--- src/rtl/pattern_seq_pkg.sv ---
// Shared pattern IDs, GPIO command codes, FSM states and decode helpers
// for pattern_sequencer.
package pattern_seq_pkg;

   localparam logic [1:0] PAT_VERT   = 2'd0;
   localparam logic [1:0] PAT_HORIZ  = 2'd1;
   localparam logic [1:0] PAT_SMILEY = 2'd2;
   localparam logic [1:0] PAT_BLANK  = 2'd3;

   // Bit order is {GPIO[4], GPIO[2], GPIO[0]}
   localparam logic [2:0] CMD_VERT   = 3'b000;
   localparam logic [2:0] CMD_HORIZ  = 3'b111;
   localparam logic [2:0] CMD_SMILEY = 3'b010;
   localparam logic [2:0] CMD_AUTO   = 3'b101;

   typedef enum logic [2:0] {
      S_IDLE,
      S_PENDING,
      S_SETTLE,
      S_STABLE,
      S_AUTO
   } seq_state_e;

   // Auto-cycle is steered by the FSM, so its code draws blank here
   function automatic logic [1:0] decode_cmd(input logic [2:0] code);
      case (code)
         CMD_VERT:   return PAT_VERT;
         CMD_HORIZ:  return PAT_HORIZ;
         CMD_SMILEY: return PAT_SMILEY;
         CMD_AUTO:   return PAT_BLANK;
         default:    return PAT_BLANK;
      endcase
   endfunction

   function automatic logic [1:0] next_auto_pattern(input logic [1:0] pat);
      case (pat)
         PAT_VERT:  return PAT_HORIZ;
         PAT_HORIZ: return PAT_SMILEY;
         default:   return PAT_VERT;
      endcase
   endfunction

endpackage

--- src/rtl/gpio_debounce.sv ---
// Two-flop synchronizer plus stability counter; accepts a value after
// DEBOUNCE_CYCLES identical synchronized samples and pulses cmd_new on change.
module gpio_debounce #(
   parameter int unsigned WIDTH           = 3,
   parameter int unsigned DEBOUNCE_CYCLES = 250000
) (
   input  logic             clk,
   input  logic             reset,
   input  logic [WIDTH-1:0] din,
   output logic [WIDTH-1:0] cmd_q,
   output logic             cmd_valid,
   output logic             cmd_new
);

   localparam int unsigned    CW      = (DEBOUNCE_CYCLES > 1) ? $clog2(DEBOUNCE_CYCLES) : 1;
   localparam logic [CW-1:0]  CNT_MAX = CW'(DEBOUNCE_CYCLES - 1);

   logic [WIDTH-1:0] sync1_q, sync2_q, sync1_d, sync2_d, cmd_d;
   logic [1:0]       fill_q, fill_d;
   logic [CW-1:0]    cnt_q, cnt_d;
   logic             valid_q, valid_d, new_q, new_d;

   // Counter and accept look one stage ahead so cmd_q and cmd_new update
   // together; fill_q keeps reset-value sync flops from counting as samples.
   always_comb begin
      sync1_d = din;
      sync2_d = sync1_q;
      fill_d  = {fill_q[0], 1'b1};
      cnt_d   = cnt_q;
      cmd_d   = cmd_q;
      valid_d = valid_q;
      new_d   = 1'b0;
      if (!fill_q[1] || (sync1_q != sync2_q)) begin
         cnt_d = '0;
      end else if (cnt_q != CNT_MAX) begin
         cnt_d = cnt_q + CW'(1);
      end
      if (fill_q[1] && (cnt_d == CNT_MAX) && (!valid_q || (sync1_q != cmd_q))) begin
         cmd_d   = sync1_q;
         valid_d = 1'b1;
         new_d   = 1'b1;
      end
   end

   always_ff @(posedge clk) begin
      if (reset) begin
         sync1_q <= '0;
         sync2_q <= '0;
         fill_q  <= '0;
         cnt_q   <= '0;
         cmd_q   <= '0;
         valid_q <= 1'b0;
         new_q   <= 1'b0;
      end else begin
         sync1_q <= sync1_d;
         sync2_q <= sync2_d;
         fill_q  <= fill_d;
         cnt_q   <= cnt_d;
         cmd_q   <= cmd_d;
         valid_q <= valid_d;
         new_q   <= new_d;
      end
   end

   assign cmd_valid = valid_q;
   assign cmd_new   = new_q;

endmodule

--- src/rtl/pattern_sequencer.sv ---
// Frame-synchronous test-pattern controller with settle-time acknowledge.
// Optional auto-cycle mode on code 101 is enabled by PATTERN_SEQ_AUTOCYCLE_EN.
module pattern_sequencer
   import pattern_seq_pkg::*;
#(
   parameter int unsigned DEBOUNCE_CYCLES = 250000,
   parameter int unsigned SETTLE_FRAMES   = 2,
   parameter int unsigned DWELL_FRAMES    = 60
) (
   input  logic       clk25MHz,
   input  logic       reset,
   input  logic [2:0] gpio_sel,
   input  logic       frame_start,
   output logic [1:0] pattern,
   output logic       ack,
   output logic       auto_active
);

   localparam logic [7:0] SETTLE_N = 8'(SETTLE_FRAMES);
   localparam logic [7:0] DWELL_N  = 8'(DWELL_FRAMES);

   logic [2:0] cmd_q;
   logic       cmd_valid, cmd_new;

   seq_state_e state_q, state_d;
   logic [1:0] pattern_q, pattern_d;
   logic       ack_q, ack_d;
   logic       auto_q, auto_d;
   logic [7:0] frame_cnt_q, frame_cnt_d, frame_inc;

   gpio_debounce #(
      .WIDTH          (3),
      .DEBOUNCE_CYCLES(DEBOUNCE_CYCLES)
   ) u_debounce (
      .clk      (clk25MHz),
      .reset    (reset),
      .din      (gpio_sel),
      .cmd_q    (cmd_q),
      .cmd_valid(cmd_valid),
      .cmd_new  (cmd_new)
   );

   // cmd_q already carries a command arriving with frame_start, so a
   // same-cycle collision in PENDING commits the newest command.
   always_comb begin
      state_d     = state_q;
      pattern_d   = pattern_q;
      ack_d       = ack_q;
      auto_d      = auto_q;
      frame_cnt_d = frame_cnt_q;
      frame_inc   = (frame_cnt_q == 8'hFF) ? frame_cnt_q : frame_cnt_q + 8'd1;
      case (state_q)
         S_IDLE: begin
            if (cmd_new) state_d = S_PENDING;
         end
         S_PENDING: begin
            if (frame_start && cmd_valid) begin
               frame_cnt_d = '0;
               pattern_d   = decode_cmd(cmd_q);
               auto_d      = 1'b0;
               state_d     = S_SETTLE;
`ifdef PATTERN_SEQ_AUTOCYCLE_EN
               if (cmd_q == CMD_AUTO) begin
                  pattern_d = PAT_VERT;
                  auto_d    = 1'b1;
                  state_d   = S_AUTO;
               end
`endif
            end
         end
         S_SETTLE: begin
            if (cmd_new) begin
               state_d = S_PENDING;
               ack_d   = 1'b0;
            end else if (frame_start) begin
               frame_cnt_d = frame_inc;
               if (frame_inc >= SETTLE_N) begin
                  state_d = S_STABLE;
                  ack_d   = 1'b1;
               end
            end
         end
         S_STABLE: begin
            if (cmd_new) begin
               state_d = S_PENDING;
               ack_d   = 1'b0;
            end else if (frame_start) begin
               frame_cnt_d = frame_inc;
            end
         end
         S_AUTO: begin
            if (cmd_new) begin
               state_d = S_PENDING;
            end else if (frame_start) begin
               if (frame_inc >= DWELL_N) begin
                  frame_cnt_d = '0;
                  pattern_d   = next_auto_pattern(pattern_q);
               end else begin
                  frame_cnt_d = frame_inc;
               end
            end
         end
         default: state_d = S_IDLE;
      endcase
   end

   always_ff @(posedge clk25MHz) begin
      if (reset) begin
         state_q     <= S_IDLE;
         pattern_q   <= PAT_BLANK;
         ack_q       <= 1'b0;
         auto_q      <= 1'b0;
         frame_cnt_q <= '0;
      end else begin
         state_q     <= state_d;
         pattern_q   <= pattern_d;
         ack_q       <= ack_d;
         auto_q      <= auto_d;
         frame_cnt_q <= frame_cnt_d;
      end
   end

   assign pattern     = pattern_q;
   assign ack         = ack_q;
   assign auto_active = auto_q;

endmodule

--- config.mk ---
export PLATFORM = sky130hd
export DESIGN_NAME = pattern_sequencer
export DESIGN_NICKNAME = d
export VERILOG_FILES = /design/src/rtl/pattern_seq_pkg.sv /design/src/rtl/gpio_debounce.sv /design/src/rtl/pattern_sequencer.sv
export SDC_FILE = /design/constraint.sdc
export NUM_CORES = 1
export LEC_CHECK = 0
export ABC_AREA = 1
export CORE_MARGIN = 2
export CORE_UTILIZATION = 30
export CTS_BUF_LIST = sky130_fd_sc_hd__clkbuf_8
export DETAILED_ROUTE_END_ITERATION = 8
export GPL_TIMING_DRIVEN = 1
export SKIP_LAST_GASP = 1
export SLEW_MARGIN = 20
export SYNTH_ARGS = -nofsm -noshare
export SYNTH_HDL_FRONTEND = slang
export SYNTH_SLANG_ARGS = --single-unit
--- constraint.sdc ---
create_clock -name clk25MHz -period 2.9 [get_ports clk25MHz]
set_clock_uncertainty 0.2 [all_clocks]
set_input_delay 0.725 -clock clk25MHz [delete_from_list [all_inputs] [get_ports clk25MHz]]
set_output_delay 0.725 -clock clk25MHz [all_outputs]
set_load 0.01 [all_outputs]
# [Word level (Yosys, flattened, before mapping)]
# Index checks and enable logic that the tools add are counted.
[classes] addsub=2 magnitude_cmp=2 n_eq_ne=22 n_mux=30 reduce_logical=19
[ops] cell="$mux W8" n=7
[ops] cell="$mux W18" n=2
[ops] cell="$pmux W8 S3" n=1
[ops] cell="$add A18 B1 Y18 const B" n=1
[ops] cell="$eq A18 B18 Y1 const B" n=1
[ops] cell="$ne A18 B18 Y1 const B" n=1
[ops] cell="$mux W3" n=5
[ops] cell="$ne A2 B2 Y1 const B" n=5
[ops] cell="$eq A3 B2 Y1 const B" n=3
[ops] cell="$pmux W3 S3" n=1
[ops] cell="$add A8 B1 Y8 const B" n=1
[ops] cell="$eq A8 B8 Y1 const B" n=1
[ops] cell="$ge A8 B2 Y1 const B" n=1
[ops] cell="$ge A8 B6 Y1 const B" n=1
[ops] cell="$mux W2" n=4
[ops] cell="$pmux W2 S2" n=2
[ops] cell="$reduce_and A4 Y1" n=2
[ops] cell="$eq A3 B3 Y1 const B" n=2
[ops] cell="$logic_not A3 Y1" n=2
[ops] cell="$mux W1" n=6
[ops] cell="$ne A2 B1 Y1 const B" n=3
[ops] cell="$ne A3 B2 Y1 const B" n=2
[ops] cell="$ne A3 B3 Y1" n=2
[ops] cell="$pmux W2 S3" n=1
[ops] cell="other kinds (13)" n=18
[word_totals] register_bits=45 input_bits=6 output_inout_bits=4 wordCells=87

# [Logic depth before layout (Yosys ltp)]
# Gate-level depths: netlist of the first run.
[logic_depth] word_depth=7 ltp_mapped=15 mapped_depth_nobuf=14

# [Hierarchy]
# Synthesis of the first run repeated with hierarchy kept, for this count alone.
[hier_totals] hier_cells=408 area_unflattened_um2=2682.6
[modules_own_cells] module="gpio_debounce" instances=1 cells_each=264 area_each_um2=1766.7 seq_area_each_um2=620.6
[modules_own_cells] module="pattern_sequencer" instances=1 cells_each=144 area_each_um2=915.9 seq_area_each_um2=260.2

# [Least setup slack after synthesis of the first run]
# No wires, ideal clock.
[synth_path] path_type="register to register" from="reg u_debounce.cnt_q[0]" to="reg u_debounce.cmd_q[0]" arrival_time_ps=1793 required_time_ps=2638 slack_ps=845 path_stages_with_launch=15 path_buffers=0 cell_sequence="dfxtp_1 ha_1 nand2_1 nor2_1 nand2_1 xnor2_1 nand2_1 nand2_1 nor2_1 nand2_1 nor2_2 nand3_2 nand2_1 inv_1 nor2_2"
[synth_via] elab_chain_len=6 word_cells_on_any_way=7 cone_classes="1 x add/sub; 2 x eq/ne; 2 x mux; 2 x reduce/logical"
[synth_lines] element="start: declaration" line="gpio_debounce.sv:20" source="logic [CW-1:0] cnt_q, cnt_d;"
[synth_lines] element="start signal: assignment" line="gpio_debounce.sv:58" source="cnt_q <= cnt_d;"
[synth_lines] element="$add A18 B1 Y18 / $ne A18 B18 Y1 (equally long branches)" line="gpio_debounce.sv:36, gpio_debounce.sv:35"
[synth_lines] element="$mux W18 (*)" line="gpio_debounce.sv:35" source="end else if (cnt_q != CNT_MAX) begin"
[synth_lines] element="$mux W18 (*)" line="gpio_debounce.sv:33" source="if (!fill_q[1] || (sync1_q != sync2_q)) begin"
[synth_lines] element="$eq A18 B18 Y1 (*)" line="gpio_debounce.sv:38" source="if (fill_q[1] && (cnt_d == CNT_MAX) && (!valid_q || (sync1_q != cmd_q))) begin"
[synth_lines] element="$logic_and A1 B1 Y1 (*) (2 in series)" line="gpio_debounce.sv:38"
[synth_lines] element="end signal: assignment" line="gpio_debounce.sv:59" source="cmd_q <= cmd_d;"
[synth_lines] element="end: declaration" line="gpio_debounce.sv:10" source="output logic [WIDTH-1:0] cmd_q,"
# Every way passes the cells marked *; elsewhere a longest branch is shown, timed or not.
# A chain may end at the register's enable or synchronous reset.

# [Final worst setup path of the first run]
# Ends and elaborated chain as after synthesis.

==> summary.txt, run 1 <==
Yosys
  • Post-synthesis cell count: 417
  • Flip-flop and latch count after synthesis: 44
  • Syn. warnings: 0
  • Post-synth EDFFs: 0
  • Seq/Total Area, Yosys: 32.93%
  • Ys async rst share: 0%
  • Synth unique cells: 34
  • Synth Flop Type: dfxtp_1
  • Syn nets: approximately 430
  • Post-Syn Area: around 2700 µm²
  • Avg Inst Size Synth: 6.415 µm²

Final layout
  • Area Overhead vs Synth: 10.71%
  • Design area: 2962 µm²
  • Share of layout cells above drive strength 1: approximately 11%
  • Diode count: 0
  • NumNets Final: 440

Power
  • Max VDD drop: 0.3181 mV
  • Total power draw: 1.375 mW
  • LEAKAGE: around 1.2 nW
  • PD cells: between 400 and 500 nW/µm²

Global route
  • Grt ovf: 0
  • GRT busiest layer: met2
  • Grt met3 use: 2.199%
  • Antenna violations before repair: 0
  • Vias in the first global route: 2413
  • Largest net degree at the start of global routing: 21
  • Total GRT Usage: 13.15%
  • GRT met2 Usage: 21.93%
  • Met1 usage: 16.36%
  • First-pass GRT wire length: 10.50 mm

Critical path
  • Critical Path RT: 2.94 ns
  • Buffers & Inverters on Critical Path: 1
  • Critical setup path kind: reg -> reg
  • Critical Path End Type: register
  • WP data arrival: 2.49 ns
  • Critical-path cell list: ha_1 -> nand2_1 -> nor2_1 -> nand2_1 -> xnor2_1 -> nand2_1 -> nand2_1 -> nor2_1 -> nand2_1 -> nor2_2 -> nand3_2 -> nand2_1 -> inv_1 -> nor2_2
  • Crit Path Max Fanout: 6
  • CP peak stage delay: 0.45 ns
  • Crit-path leading delay family: simple AND/OR/NAND/NOR gates
  • Crit path top cell by count: nand2_1
  • CP max stage cell: dfxtp_1
  • CP startpoint kind: register

Floorplanning
  • FP Rows: 34
  • Initial Utilization: 30.82%
  • Core area: 8678 µm²
  • Chip Width: 98.43 µm
  • Die area: around 9700 µm²
  • Die Y: 98.43 µm
  • Ports: 10

Detailed routing
  • Drt initial violations: 122
  • Via count: 2456
  • Routed Antenna Nets: 0
  • DR pass1 iterations: 4
  • Remaining routing DRC violations: 0
  • Wire per inst: 10.82 µm
  • Vias per std cell: 4.574
  • Routed WL: 5.811 mm

Clocking
  • Num CTS Buffers: 5
  • Worst-skew pair later-pin latency: approximately 0.3 ns
  • Post-cts repair resize count: 0
  • Clock Sinks: 44
  • H-tree depth: 2
  • Post-CTS Setup Bufs: 0
  • CTS Buffer Depth: 2
  • Number of hold buffers added after CTS: 0
  • CTS root buffer: clkbuf_8
  • CTS tree: built
  • Clock transition at path regs: roughly 0.08 ns

Timing
  • Fmax: 408.7 MHz
  • Total negative setup slack: 0 ns
  • Max-slew violations: 0
  • Fin. Hold Viols: 0
  • Final Hold Slack: between 0.2 and 0.25 ns
  • RSZ-0062 raised after global routing: no
  • Final worst path period need: between 2 and 2.5 ns
  • Setup WS post-layout: 0.4533 ns
  • Crit share post-route: 84.37%
  • Final setup viols: 0

Place
  • Worst slack, placed: 0.2541 ns
  • Final HPWL DP: 4.484 mm
  • Number of port buffers: 8
  • Placed Area: 2868 µm²
  • Final GP Congestion: 0.8588

Outcome
  • Run status: completed

Job
  • Max-cap violation count: 0

Hold path
  • HP Class: reg -> reg
sequential cells by signal (all words and copies together) (netlist names):
register,flops
ack,1
frame_cnt_q,8
pattern,2
state_q,2
u_debounce.cmd_new,1
u_debounce.cmd_q,3
u_debounce.cmd_valid,1
u_debounce.cnt_q,18
u_debounce.fill_q,2
u_debounce.sync1_q,3
u_debounce.sync2_q,3
placed cells by master (no fill, tap or decap), types with 4 or more instances in the layout:
cell type        count
nand2_1            112
nor2_2              12
ha_1                 6
inv_2                6
clkdlybuf4s50_1      8
nor3_1               9
nand3_1             33
clkbuf_8             6
a21oi_1             14
nand3_2              6
nand2_2              6
nor2_4               4
xor2_1               4
nor2_1              66
dfxtp_1             44
inv_1               54
xnor2_1              4
nand4_1             14
metrics by stage:
stage	util [%]	std cells
2_1_floorplan	-	417
3_3_place_gp	33.05	529
3_5_place_dp	33.05	529
4_1_cts	34.13	537
5_1_grt	34.13	537
6_report	34.13	537
per-layer routing:
| metal | up-vias | share of wire [%] |
|---|---|---|
| met5 | - | 0 |
| met3 | 10 | 2.6 |
| li1 | 1328 | - |
| met4 | 0 | 2.7 |
| met2 | 40 | 46 |
| met1 | 1078 | 49 |
worst register-to-register path: cells and delay by family (launching register included):
kind | cells | cell delay (ns)
buf+inv | 1 | 0.04
fa+ha+maj | 1 | 0.32
xor+xnor | 1 | 0.15
flops | 1 | 0.45
simple gates | 11 | 1.23
kinds of logic after synthesis:
logic type / Yosys count / synth area share, %
fa+ha+maj: 6 / 2.806
compound gates: 26 / 6.034
simple gates: 264 / 45.23
other cells: 1 / 0.1402
xor+xnor: 8 / 2.619
buf+inv: 68 / 10.24
flops: 44 / 32.93
worst paths after layout:
check	endpoint	slack, ns	start	cells after the start
hold / removal	u_debounce.fill_q[1]	0.22	u_debounce.fill_q[0]	2
setup reg to reg	u_debounce.cmd_q[0]	0.45	u_debounce.cnt_q[0]	14
setup / recovery	u_debounce.cmd_q[0]	0.45	u_debounce.cnt_q[0]	14
hold reg to reg	u_debounce.fill_q[1]	0.22	u_debounce.fill_q[0]	2
synth_stat cells, types with 2 or more instances:
master / instances / share of area [%]
clkbuf_1: 2 / 0.28
a21oi_1: 14 / 2.6
nand2_2: 6 / 1.4
nand4_1: 14 / 3.3
nand3_1: 33 / 6.2
nor2_4: 4 / 1.7
nand3_2: 6 / 2.2
nor2_2: 12 / 2.8
o21ai_0: 3 / 0.56
xnor2_1: 4 / 1.3
ha_1: 6 / 2.8
buf_4: 2 / 0.56
clkinv_1: 2 / 0.28
nor2_1: 66 / 9.3
inv_1: 53 / 7.4
nand2_1: 112 / 16
xor2_1: 4 / 1.3
nor3_1: 9 / 1.7
dfxtp_1: 44 / 33
inv_2: 6 / 0.84
buf_1: 2 / 0.28
where the power goes:
group	switching (mW)	internal [mW]	total, mW
sequential	0.0250	0.634	0.659
clock	0.213	0.190	0.403
combinational	0.193	0.119	0.312
total	0.431	0.944	1.37
area by class of cell:
class,count,area [µm²]
inverters,61,229.0
multi-input cells,305,1520
clock buffers,6,82.58
well taps,108,135.1
flip-flops and latches,44,880.8
fillers,962,5717
clock inverters,2,11.26
repair buffers,11,102.6
Note: power is estimated with default switching activity, not from simulation.
==> run 2, diff against run 1 <==
- clock period: 2.9 -> 2.2 ns (I/O delays scaled with it)
==> summary.txt, run 2 (synthesis gave the netlist of run 1 again) <==
Final layout
  • Largest register by flop count: u_debounce.cnt_q
  • Share of layout cells above drive strength 1: 27.45% (+16 points)
  • Commonest non-fill, non-tap cell in the layout: nand2_1
  • Fill cell count: 930 (-3.3%)
  • Diode count: 0 (unchanged)
  • Largest register FFs: 18 (unchanged)
  • NumNets Final: 471 (+7.0%)
  • Largest regs: u_debounce.cnt_q: 18 flops, frame_cnt_q: 8 flops
  • Most frequent cells in the layout: nand2_1 (101), nor2_1 (58), inv_1 (53), buf_4 (31), dfxtp_1 (28)
  • Fin cells: 567 (+5.6%)
  • Design area: 3366 µm² (+14%)
  • Multi-input logic area: 1677 µm² (+10%)
  • Register Area: 908.4 µm² (+3.1%)
  • Area Overhead vs Synth: 25.82%

Place
  • Number of port buffers: 8 (unchanged)
  • Placed Area: 3003 µm² (+4.7%)
  • Final HPWL DP: 4.667 mm (+4.1%)
  • Worst slack, placed: -0.09915 ns (-0.3532 ns)
  • Dpl cells: 547 (+3.4%)
  • Final GP Congestion: 0.9042 (+5.3%)

Critical path
  • R2R Path Start: u_debounce.cnt_q[1]
  • Critical Path RT: 2.24 ns (-0.70 ns)
  • Critical setup path kind: reg -> reg
  • Crit Path Max Fanout: 5 (-1)
  • CP startpoint kind: register
  • Critical Path End Type: register
  • Crit path from: u_debounce.cnt_q[1]
  • WP data arrival: 2.17 ns (-0.32 ns)

Timing
  • RSZ-0062 raised after global routing: yes
  • Final worst path period need: 2.123 ns (-0.3233 ns)
  • Max-slew violations: 0 (unchanged)
  • Fmax: 471.0 MHz (+15%)
  • Setup WS post-layout: 0.07664 ns (-0.3767 ns)
  • Final setup viols: 0 (unchanged)
  • Fin. Hold Viols: 0 (unchanged)
  • Crit share post-route: 96.52% (+12 points)

Detailed routing
  • Remaining routing DRC violations: 0 (unchanged)
  • Drt initial violations: 79 (-35%)
  • DR pass1 iterations: 4 (unchanged)
  • Wire per inst: 11.36 µm (+5.0%)
  • Routed WL: 6.440 mm (+11%)
  • Routed Antenna Nets: 0 (unchanged)
  • Via count: 2647 (+7.8%)
  • Vias per std cell: 4.668 (+2.1%)

Floorplanning
  • Ports: 10 (unchanged)
  • Initial Utilization: 30.82% (unchanged)
  • Die area: 9688 µm² (unchanged)
  • Die Y: 98.43 µm (unchanged)
  • Chip Width: 98.43 µm (unchanged)
  • FP Rows: 34 (unchanged)
  • Core area: 8678 µm² (unchanged)

Clocking
  • Num CTS Buffers: 5 (unchanged)
  • CTS root buffer: clkbuf_8
  • CTS tree: built
  • Worst-skew pair later-pin latency: 0.30 ns (about the same)
  • Number of hold buffers added after CTS: 0 (unchanged)
  • CTS Buffer Depth: 2 (unchanged)
  • Clock transition at path regs: 0.08 ns (about the same)
  • H-tree depth: 2 (unchanged)
  • Clock Sinks: 44 (unchanged)

Power
  • PD cells: 541.6 nW/µm² (+17%)
  • Total power draw: 1.823 mW (+33%)
  • Max VDD drop: 0.2692 mV (-15%)
  • LEAKAGE: 1.364 nW (+14%)

Job
  • Max-cap violation count: 0 (unchanged)

Hold path
  • HP Class: reg -> reg
  • Worst hold start: u_debounce.fill_q[0]

Global route
  • First-pass GRT wire length: 10.65 mm (+1.4%)
  • Vias in the first global route: 2432 (+0.79%)
  • Largest net degree at the start of global routing: 20 (-4.8%)
  • Grt ovf: 0 (unchanged)
  • Antenna violations before repair: 0 (unchanged)
  • Total GRT Usage: 13.23% (+0.076 points)

Outcome
  • Run status: completed
run 2: cell count changes in the layout (fill, tap and decap cells not counted), sizes merged:
cell and change:
buf +30, clkbuf -1, nor2 +1
run 2: final timing paths:
check | depth (start not counted) | endpoint | slack, ns
setup reg to reg | 15 | u_debounce.cmd_q[2] | 0.08
hold reg to reg | 2 | u_debounce.fill_q[1] | 0.21
hold / removal | 2 | u_debounce.fill_q[1] | 0.21
setup / recovery | 15 | u_debounce.cmd_q[2] | 0.08
run 2: power breakdown:
part           leakage (nW)  internal (mW)  switching [mW]  total, mW
sequential            0.365          0.834          0.0322      0.867
clock                0.0400          0.215           0.284      0.499
combinational         0.958          0.185           0.272      0.457
total                  1.36           1.23           0.588       1.82
run 2: per-stage QoR:
stage          hold slack (ns)  TNS, ns  util, %
2_1_floorplan           0.1883        0        -
3_3_place_gp            0.1997  -0.5308    34.60
3_5_place_dp            0.1989  -0.9230    34.60
4_1_cts                 0.2122        0    35.97
5_1_grt                 0.2176  -0.1098    38.78
6_report                0.2078        0    38.78
run 2: cell type report:
type                       instances  share of cell area, %
multi-input combinational        306                  49.81
tap                              108                  4.015
inverter                          61                  6.803
clock buffer                       5                  2.045
timing repair buffer              41                  9.963
sequential                        44                  26.99
clock inverter                     2                 0.3717
run 2: timing repair:
item                                   CTS  global route
gates cloned                             0             1
pin swaps                                2            26
resized for setup                        8            51
setup buffers                            1            11
endpoints found under the hold margin    0             0
setup endpoints to repair                3            16
run 2: metal layers:
metal	routed length [µm]	vias to the layer above	part of all wire, %	GRT usage, %
li1	-	1403	-	-
met4	170	0	2.6	5.585
met2	3082	36	48	22.61
met5	0	-	0	0
met1	3049	1196	47	16.63
met3	137	12	2.1	1.986
run 2: worst max-delay path: stages, from the launching register on:
cell and delay, ns:
dfxtp_4 0.37, ha_4 0.19, nand3_4 0.10, nor2_2 0.06, buf_4 0.13, nand2_1 0.05
nand2_1 0.06, nand2_2 0.09, nand3_2 0.08, nor2_2 0.17, nand2_2 0.09, nor2_4 0.16
nand3_2 0.11, nand2_1 0.10, inv_1 0.05, nor2_2 0.08
==> run 3, diff against run 2 <==
- GPL_TIMING_DRIVEN: 1 -> unset
==> results of run 3 <==
The final DEF is identical to that of run 2; final timing and power are the same.
